File: src/rtl/exe_mem_stage_pkg.sv
// Shared definitions for the EX/MEM stage and the branch unit:
// ARM condition-code encodings, NZCV bit positions and the default datapath width.
package exe_mem_stage_pkg;

  localparam int DATA_W_DEF = 32;

  // Bit positions inside a 4-bit {N,Z,C,V} status word.
  localparam int FLAG_N = 3;
  localparam int FLAG_Z = 2;
  localparam int FLAG_C = 1;
  localparam int FLAG_V = 0;

  // ARM condition field encoding. NV is reserved and never executes.
  typedef enum logic [3:0] {
    COND_EQ = 4'h0,
    COND_NE = 4'h1,
    COND_CS = 4'h2,
    COND_CC = 4'h3,
    COND_MI = 4'h4,
    COND_PL = 4'h5,
    COND_VS = 4'h6,
    COND_VC = 4'h7,
    COND_HI = 4'h8,
    COND_LS = 4'h9,
    COND_GE = 4'hA,
    COND_LT = 4'hB,
    COND_GT = 4'hC,
    COND_LE = 4'hD,
    COND_AL = 4'hE,
    COND_NV = 4'hF
  } cond_e;

  // Control half of the EX/MEM pipeline register.
  typedef struct packed {
    logic       valid;
    logic       wb_en;
    logic       mem_r;
    logic       mem_w;
    logic [3:0] dest;
  } mem_ctrl_t;

endpackage

File: src/rtl/exe_mem_stage_if.sv
// Bus between the EX side (ALU, hazard unit, decode) and the EX/MEM stage.
interface exe_mem_stage_if
  import exe_mem_stage_pkg::*;
#(
  parameter int DATA_W = DATA_W_DEF
);

  logic              freeze;
  logic              flush;
  logic              ex_valid;
  logic              ex_s;
  logic [3:0]        ex_status;
  logic [DATA_W-1:0] ex_result;
  logic [DATA_W-1:0] ex_store_data;
  logic [3:0]        ex_dest;
  logic              ex_wb_en;
  logic              ex_mem_r;
  logic              ex_mem_w;
  logic [3:0]        id_cond;

  logic [3:0]        sr;
  logic              id_cond_ok;
  logic              mem_valid;
  logic [DATA_W-1:0] mem_result;
  logic [DATA_W-1:0] mem_store_data;
  logic [3:0]        mem_dest;
  logic              mem_wb_en;
  logic              mem_mem_r;
  logic              mem_mem_w;

  modport master (
    output freeze, flush, ex_valid, ex_s, ex_status, ex_result, ex_store_data,
           ex_dest, ex_wb_en, ex_mem_r, ex_mem_w, id_cond,
    input  sr, id_cond_ok, mem_valid, mem_result, mem_store_data, mem_dest,
           mem_wb_en, mem_mem_r, mem_mem_w
  );

  modport slave (
    input  freeze, flush, ex_valid, ex_s, ex_status, ex_result, ex_store_data,
           ex_dest, ex_wb_en, ex_mem_r, ex_mem_w, id_cond,
    output sr, id_cond_ok, mem_valid, mem_result, mem_store_data, mem_dest,
           mem_wb_en, mem_mem_r, mem_mem_w
  );

endinterface

File: src/rtl/exe_mem_stage_cond_check.sv
// Combinational ARM condition evaluator: does a 4-bit condition pass
// against a {N,Z,C,V} flag word. Shared with the branch unit.
module cond_check
  import exe_mem_stage_pkg::*;
(
  input  logic [3:0] cond,
  input  logic [3:0] flags,
  output logic       pass
);

  logic n, z, c, v;

  assign n = flags[FLAG_N];
  assign z = flags[FLAG_Z];
  assign c = flags[FLAG_C];
  assign v = flags[FLAG_V];

  // Decode the condition field against the flags.
  always_comb begin
    // NOTE: default first so every path assigns pass and no latch is inferred.
    pass = 1'b0;
    case (cond_e'(cond))
      COND_EQ: pass = z;
      COND_NE: pass = !z;
      COND_CS: pass = c;
      COND_CC: pass = !c;
      COND_MI: pass = n;
      COND_PL: pass = !n;
      COND_VS: pass = v;
      COND_VC: pass = !v;
      COND_HI: pass = c && !z;
      COND_LS: pass = !c || z;
      COND_GE: pass = (n == v);
      COND_LT: pass = (n != v);
      COND_GT: pass = !z && (n == v);
      COND_LE: pass = z || (n != v);
      COND_AL: pass = 1'b1;
      default: pass = 1'b0;
    endcase
  end

endmodule

File: src/rtl/exe_mem_stage.sv
// EX/MEM stage: latches ALU result and controls into the EX/MEM register,
// owns the architectural NZCV register and evaluates the ID condition field.
module exe_mem_stage
  import exe_mem_stage_pkg::*;
#(
  parameter int DATA_W      = DATA_W_DEF,
  parameter bit COND_BYPASS = 1'b1
)
(
  input  logic           clk,
  input  logic           rst,
  exe_mem_stage_if.slave bus
);

  logic [3:0]        sr_q;
  logic [3:0]        sr_next;
  logic              sr_update;
  logic [3:0]        cond_flags;
  mem_ctrl_t         ctrl_q;
  logic [DATA_W-1:0] result_q;
  logic [DATA_W-1:0] store_data_q;

  // Flags change only for a live, S-bit instruction that is neither stalled nor killed.
  assign sr_update = bus.ex_valid && bus.ex_s && !bus.freeze && !bus.flush;
  assign sr_next   = sr_update ? bus.ex_status : sr_q;

  // Architectural status register.
  always_ff @(posedge clk or posedge rst) begin
    if (rst) begin
      // NOTE: state flops use non-blocking assignments so every flop samples pre-edge values.
      sr_q <= '0;
    end else begin
      sr_q <= sr_next;
    end
  end

  // EX/MEM pipeline register: freeze holds, flush inserts an all-zero bubble.
  always_ff @(posedge clk or posedge rst) begin
    if (rst) begin
      // NOTE: the data fields are reset too, so MEM never sees X out of reset.
      ctrl_q       <= '0;
      result_q     <= '0;
      store_data_q <= '0;
    end else if (bus.freeze) begin
      ctrl_q       <= ctrl_q;
      result_q     <= result_q;
      store_data_q <= store_data_q;
    end else if (bus.flush) begin
      ctrl_q       <= '0;
      result_q     <= '0;
      store_data_q <= '0;
    end else begin
      ctrl_q.valid <= bus.ex_valid;
      ctrl_q.wb_en <= bus.ex_valid && bus.ex_wb_en;
      ctrl_q.mem_r <= bus.ex_valid && bus.ex_mem_r;
      ctrl_q.mem_w <= bus.ex_valid && bus.ex_mem_w;
      ctrl_q.dest  <= bus.ex_dest;
      result_q     <= bus.ex_result;
      store_data_q <= bus.ex_store_data;
    end
  end

  // The bypass lets an instruction in ID see flags its predecessor writes this cycle.
  assign cond_flags = COND_BYPASS ? sr_next : sr_q;

  cond_check u_cond_check (
    .cond  (bus.id_cond),
    .flags (cond_flags),
    .pass  (bus.id_cond_ok)
  );

  assign bus.sr             = sr_q;
  assign bus.mem_valid      = ctrl_q.valid;
  assign bus.mem_wb_en      = ctrl_q.wb_en;
  assign bus.mem_mem_r      = ctrl_q.mem_r;
  assign bus.mem_mem_w      = ctrl_q.mem_w;
  assign bus.mem_dest       = ctrl_q.dest;
  assign bus.mem_result     = result_q;
  assign bus.mem_store_data = store_data_q;

endmodule

File: src/flat_wrapper.sv
// flat-port wrapper written by rule: the top's interface ports become plain ports
module exe_mem_stage_flat import exe_mem_stage_pkg::*;
#(
  parameter int DATA_W      = DATA_W_DEF,
  parameter bit COND_BYPASS = 1'b1
)
  (clk, rst, bus_freeze, bus_flush, bus_ex_valid, bus_ex_s, bus_ex_status, bus_ex_result, bus_ex_store_data, bus_ex_dest, bus_ex_wb_en, bus_ex_mem_r, bus_ex_mem_w, bus_id_cond, bus_sr, bus_id_cond_ok, bus_mem_valid, bus_mem_result, bus_mem_store_data, bus_mem_dest, bus_mem_wb_en, bus_mem_mem_r, bus_mem_mem_w);
  exe_mem_stage_if #(.DATA_W(DATA_W)) bus_i ();
  input  logic clk;
  input  logic rst;
  input wire logic [$bits(bus_i.freeze)-1:0] bus_freeze;
  input wire logic [$bits(bus_i.flush)-1:0] bus_flush;
  input wire logic [$bits(bus_i.ex_valid)-1:0] bus_ex_valid;
  input wire logic [$bits(bus_i.ex_s)-1:0] bus_ex_s;
  input wire logic [$bits(bus_i.ex_status)-1:0] bus_ex_status;
  input wire logic [$bits(bus_i.ex_result)-1:0] bus_ex_result;
  input wire logic [$bits(bus_i.ex_store_data)-1:0] bus_ex_store_data;
  input wire logic [$bits(bus_i.ex_dest)-1:0] bus_ex_dest;
  input wire logic [$bits(bus_i.ex_wb_en)-1:0] bus_ex_wb_en;
  input wire logic [$bits(bus_i.ex_mem_r)-1:0] bus_ex_mem_r;
  input wire logic [$bits(bus_i.ex_mem_w)-1:0] bus_ex_mem_w;
  input wire logic [$bits(bus_i.id_cond)-1:0] bus_id_cond;
  output wire logic [$bits(bus_i.sr)-1:0] bus_sr;
  output wire logic [$bits(bus_i.id_cond_ok)-1:0] bus_id_cond_ok;
  output wire logic [$bits(bus_i.mem_valid)-1:0] bus_mem_valid;
  output wire logic [$bits(bus_i.mem_result)-1:0] bus_mem_result;
  output wire logic [$bits(bus_i.mem_store_data)-1:0] bus_mem_store_data;
  output wire logic [$bits(bus_i.mem_dest)-1:0] bus_mem_dest;
  output wire logic [$bits(bus_i.mem_wb_en)-1:0] bus_mem_wb_en;
  output wire logic [$bits(bus_i.mem_mem_r)-1:0] bus_mem_mem_r;
  output wire logic [$bits(bus_i.mem_mem_w)-1:0] bus_mem_mem_w;
  assign bus_i.freeze = bus_freeze;
  assign bus_i.flush = bus_flush;
  assign bus_i.ex_valid = bus_ex_valid;
  assign bus_i.ex_s = bus_ex_s;
  assign bus_i.ex_status = bus_ex_status;
  assign bus_i.ex_result = bus_ex_result;
  assign bus_i.ex_store_data = bus_ex_store_data;
  assign bus_i.ex_dest = bus_ex_dest;
  assign bus_i.ex_wb_en = bus_ex_wb_en;
  assign bus_i.ex_mem_r = bus_ex_mem_r;
  assign bus_i.ex_mem_w = bus_ex_mem_w;
  assign bus_i.id_cond = bus_id_cond;
  assign bus_sr = bus_i.sr;
  assign bus_id_cond_ok = bus_i.id_cond_ok;
  assign bus_mem_valid = bus_i.mem_valid;
  assign bus_mem_result = bus_i.mem_result;
  assign bus_mem_store_data = bus_i.mem_store_data;
  assign bus_mem_dest = bus_i.mem_dest;
  assign bus_mem_wb_en = bus_i.mem_wb_en;
  assign bus_mem_mem_r = bus_i.mem_mem_r;
  assign bus_mem_mem_w = bus_i.mem_mem_w;
  exe_mem_stage #(.DATA_W(DATA_W), .COND_BYPASS(COND_BYPASS)) u_core (.clk(clk), .rst(rst), .bus(bus_i));
endmodule
File: config.mk
export PLATFORM = sky130hd
export DESIGN_NAME = exe_mem_stage_flat
export DESIGN_NICKNAME = d
export VERILOG_FILES = /design/src/rtl/exe_mem_stage_pkg.sv /design/src/rtl/exe_mem_stage_if.sv /design/src/rtl/exe_mem_stage_cond_check.sv /design/src/rtl/exe_mem_stage.sv /design/src/flat_wrapper.sv
export SDC_FILE = /design/constraint.sdc
export NUM_CORES = 1
export LEC_CHECK = 0
export CAP_MARGIN = 40
export CORE_UTILIZATION = 35
export DETAILED_ROUTE_END_ITERATION = 10
export HOLD_SLACK_MARGIN = 0.03
export PLACE_DENSITY = 0.73
export SLEW_MARGIN = 20
export SYNTH_ARGS = -nofsm -noshare
export SYNTH_HDL_FRONTEND = slang
export SYNTH_SLANG_ARGS = --single-unit
File: constraint.sdc
create_clock -name clk -period 2.2 [get_ports clk]
set_input_delay 0.22 -clock clk [delete_from_list [all_inputs] [get_ports clk]]
set_output_delay 0.22 -clock clk [all_outputs]
set_load 0.05 [all_outputs]
Word level (Yosys, flattened, before mapping). Index checks and enable logic that the tools add are counted.

Flip-flop bits (word level): 76. Output and inout port bits: 77. Word-level logic and storage cells: 46.

Equality and inequality tests: 16. Muxes and demuxes: 5. Reductions and logical operators: 17.

Operator list (count): 2-to-1 mux 32 bit (2); == test 4 bit (second input constant) (7); == test 4 x 3 -> 1 bit (second input constant) (4); case mux 1 bit (15 select lines) (1); == test 4 x 2 -> 1 bit (second input constant) (2); logical AND 1 bit (8); 2-to-1 mux 8 bit (1); zero test 1 bit (6); == test 4 x 1 -> 1 bit (second input constant) (1); zero test 4 bit (1); 2-to-1 mux 4 bit (1); logical OR 1 bit (2); == test 1 bit (1); != test 1 bit (1).

Depth between registers and ports, before layout.
Word-level depth: 7. Gate-level depth with buffers: 7. Depth with buffers taken out: 5.

Cells and area by module. A second synthesis with hierarchy kept.

Cell total of the unflattened synthesis: 207. Area, all modules: 2940.3 µm².

By module, submodules not included: exe_mem_stage (times used 1, cells an instance 179, area each 2746.4 µm², sequential area each 1901.8 µm²); cond_check (times used 1, cells an instance 28, area each 193.9 µm², sequential area each 0.0 µm²).

Least setup slack after synthesis. No wires, ideal clock.

Path kind: input-to-output. Start point: input port bus_freeze. End point: output port bus_id_cond_ok. Data arrival time: 2.009 ns. Required time: 1.980 ns. Slack: -0.029 ns. Stages on the path: 7. Path buffers: 2. Cells stage by stage: buf_6 nor4bb_4 buf_6 mux2_4 o22ai_2 mux2_4 o211ai_2.

Longest elaborated chain between the ends: 7.

RTL lines: start, declared (RTL line flat_wrapper.sv:11) `input wire logic [$bits(bus_i.freeze)-1:0] bus_freeze;`; zero test 1 bit * (RTL line exe_mem_stage.sv:24) `assign sr_update = bus.ex_valid && bus.ex_s && !bus.freeze && !bus.flush;`; logical AND 1 bit * (2 in a row) (RTL line exe_mem_stage.sv:24); 2-to-1 mux 4 bit * (RTL line exe_mem_stage.sv:25) `assign sr_next = sr_update ? bus.ex_status : sr_q;`; named net u_core.cond_flags[1] (RTL line exe_mem_stage.sv:18) `logic [3:0] cond_flags;`; zero test 1 bit (RTL line exe_mem_stage_cond_check.sv:26, exe_mem_stage_cond_check.sv:32); logical OR 1 bit (RTL line exe_mem_stage_cond_check.sv:32) `COND_LS: pass = !c || z;`; case mux 1 bit (15 select lines) * (RTL line exe_mem_stage_cond_check.sv:22) `case (cond_e'(cond))`; end, declared (RTL line flat_wrapper.sv:24) `output wire logic [$bits(bus_i.id_cond_ok)-1:0] bus_id_cond_ok;`.

The timed path passes the listed nets; every way through them passes the cells marked *.

Worst setup path after layout.
Start point: input port bus_ex_status[3]. End point: output port bus_id_cond_ok.

Longest elaborated chain between the ends: 4.

RTL lines: start, declared (RTL line flat_wrapper.sv:15) `input wire logic [$bits(bus_i.ex_status)-1:0] bus_ex_status;`; 2-to-1 mux 4 bit * (RTL line exe_mem_stage.sv:25); != test 1 bit or == test 1 bit (tied branches); logical OR 1 bit or logical AND 1 bit (tied branches) (RTL line exe_mem_stage_cond_check.sv:36, exe_mem_stage_cond_check.sv:35); case mux 1 bit (15 select lines) * (RTL line exe_mem_stage_cond_check.sv:22).

Every way passes the cells marked *; elsewhere a longest branch is shown, timed or not.

==> summary.txt <==
Run status
  • Status: completed

STA
  • Fin. max-slew vios: 0
  • Post-route clock period utilization: 0.9897
  • Maximum clock rate: roughly 460 MHz
  • Actual slew at the worst max-slew pin: between 0.5 and 0.6 ns
  • Fin. Hold Viols: 0
  • Max-slew headroom: 0.6386
  • Unrepaired setup endpoints after global routing: true
  • Post-layout minimum cycle time: between 2 and 2.5 ns
  • Fin Clk Skew: 0 ns
  • Endpoints failing setup: 0

Synth
  • Cell taking the most area after synthesis: dfrtp_1
  • Post-synth EDFFs: 0
  • Distinct cell type count after synthesis: 31
  • Dominant synthesized flop cell: dfrtp_1
  • Post-Synth XOR/XNOR Area: 0.005870
  • Warnings from Yosys: 0
  • Largest family of logic cells by synthesized area: compound AO/OA/AOI/OAI gates
  • Syn_nets: a little over 300
  • Synthesized cell area: approximately 3000 um2
  • Synth top area share: 0.6373
  • Complex-gate fraction of the synthesized area: 0.2382
  • Synth async-reset ratio: 1.000
  • Syn Area/Cell: about 13 um2
  • Synth Register Bits: between 70 and 80
  • Cell count after synthesis: around 220
  • Area contributors post-synth: dfrtp_1, a22o_1, clkbuf_1
  • Synth Area in Simple Gates: 0.05828
  • Multiplexer share of the synthesized area: 0.02390
  • Sequential element share of the synthesized area: 0.6373
  • Adder-cell share of the synthesized area: 0

Clock network
  • Clock root cell: clkbuf_8
  • H-tree Lvls: 3
  • Clk_lat worst skew: around 0.33 ns
  • Sink Count: between 70 and 80
  • CTS max path bufs: 2
  • Reg clk slew, reported paths: 0.08 ns
  • CTS buffer count: 9
  • TritonCTS clock tree: built
  • Hold_buf cts: 0

GRT
  • Grt total ovfl: 0
  • Largest net degree at the start of global routing: a little under 80
  • Initial antenna violation count: 0
  • GRT Total Usage: 0.1902
  • Vias in the first global route: between 2,000 and 3,000
  • First-pass GRT wire length: roughly 13 mm

Place
  • GP Congestion: approximately 0.9
  • DP Wirelength: between 5 and 6 mm
  • Port Buf Inserts: roughly 160
  • Placed Cells incl. Taps: 489
  • DP Area: 4825 um2

Power
  • Leak: around 0.0023 uW
  • Power, Total: 3930 uW
  • Peak supply drop: about 0.32 mV
  • Power per Cell Area: between 700 and 800 nW/um2

Route
  • First-pass DRT Iterations: 4
  • Post-Route WL: around 8.3 mm
  • Total vias in the final route: 2,569
  • Vias/cell: 5.057
  • ANT nets after route: 0
  • Routed len/inst: approximately 16 um
  • Starting DRT DRC Count: between 80 and 90
  • # DRC: 0

Final layout
  • Layout cell share with drive strength beyond 1: 0.1439
  • Most frequent cells in the layout: clkdlybuf4s50_1, dfrtp_1, a22o_1, buf_4, clkbuf_8
  • Final net count: around 480
  • Final instance area: between 5000 and 6000 um2
  • Most common cell after layout, fill and taps aside: clkdlybuf4s50_1
  • Synth-to-layout area growth: 71.32%
  • Filler cells: 668
  • Final Instance Count excl. Fillers: between 500 and 600
  • Diode count: 0

Floorplanning
  • Rows: 33
  • Starting Density: 0.3632
  • Die Wd: between 90 and 100 um
  • Boundary pin count: roughly 160
  • Die area: roughly 8900 um2
  • Die Ht: about 94 um
  • Core ar.: ~8000 um2

Min path
  • Hold Path Stages: 3
  • Worst hold path type: in2reg
  • Hold EP: u_core.bus.mem_result[10]
  • Min-delay src: bus_flush

Worst setup path
  • Arr. time, crit path: roughly 2.0 ns
  • Flop2flop setup slack: about 1.2 ns
  • WP data required: a little under 2 ns
  • Crit path capture type: output port
  • R2R cell count: 4
  • CP Max Fanout: 2
  • Crit start category: primary input
  • Worst r2r dst: u_core.bus.sr[0]
  • Crit path kind: in2out
  • FF-to-FF Start: u_core.bus.sr[0]

Run
  • Max Cap Viol: 0
## power by group
group          internal, uW  switching (uW)
Sequential             1510            74.3
Combinational           524             703
Clock                   601             515
Total                  2640            1290
## critical path: stages
cell             delay [ns]
clkdlybuf4s50_1        0.46
xor2_2                 0.21
a211oi_2               0.29
o22ai_4                0.11
mux2_4                 0.32
o211ai_4               0.18
buf_12                 0.16
## layer usage
metal | wire length [um] | track usage | vias up
met5 | 0 | 0 | -
met4 | 60 | 0.05513 | 0
met3 | 796 | 0.06200 | 6
met2 | 3988 | 0.3164 | 115
met1 | 3440 | 0.2356 | 1257
li1 | - | - | 1191
## final cells by class
class,count,area (um2),share of cell area
repair buffers,184,1813,0.3546
well taps,105,131.4,0.02570
clock inverters,5,65.06,0.01273
clock buffers,11,151.4,0.02961
flip-flops and latches,76,1902,0.3720
inverters,6,22.52,0.004405
multi-input cells,121,1027,0.2009
## worst max path at each step
stage | endpoint | cells past startpoint | slack [ns] | from
finish | bus_id_cond_ok | 7 | 0.02 | bus_ex_status[3]
global route | bus_id_cond_ok | 6 | -0.06 | u_core.bus.sr[0]
global placement | bus_id_cond_ok | 8 | -0.33 | bus_flush
CTS | bus_id_cond_ok | 6 | -0.01 | u_core.bus.sr[0]
floorplan | u_core.bus.mem_dest[0] | 1 | 0.04 | rst
detailed placement | bus_id_cond_ok | 8 | -0.36 | bus_flush
## registers in the layout, indices dropped and copies added, names as in the netlist
register	flops
u_core.bus.sr	4
u_core.bus.mem_dest	4
u_core.bus.mem_wb_en	1
u_core.bus.mem_mem_w	1
u_core.bus.mem_mem_r	1
u_core.bus.mem_store_data	32
u_core.bus.mem_result	32
u_core.bus.mem_valid	1
## cell families (layout without fill, tap and decap cells)
group	count (synthesis)	in the layout
AOI/OAI and AO/OA	84	84
muxes	6	6
DFF	76	76
xor gates and xnor gates	2	2
and+or+nand+nor	29	29
buffers and inverters	25	206
## through the flow
step	utilization	setup WS, ns	hold WS [ns]	TNS [ns]
2_1_floorplan	-	0.04167	0.3273	0
3_3_place_gp	0.5872	-0.3301	0.4711	-0.3301
3_5_place_dp	0.5872	-0.3573	0.4896	-0.3573
4_1_cts	0.6195	-0.01281	0.2532	-0.01281
5_1_grt	0.6222	-0.05932	0.2665	-0.05932
6_report	0.6222	0.02261	0.2678	0
## repair_timing
item	CTS	global route
cloned	0	0
gates resized for setup	15	6
endpoints found under the setup margin	1	1
buffers inserted	3	0
endpoints found under the hold margin	0	0
pin swaps	4	2
## synth_stat cells, types with 2 or more instances
cell type   n
inv_1       6
or3_1       2
nor3_1      2
nand2b_1    4
mux2_4      2
xor2_1      2
dfrtp_1    76
mux2i_1     3
nand2_1     7
nor4_1      3
a211oi_1    4
a22o_1     67
buf_6       2
buf_1       4
clkbuf_1   13
o21ai_0     6
nor2_1      5
No activity file was read; power rests on OpenSTA's default activity.
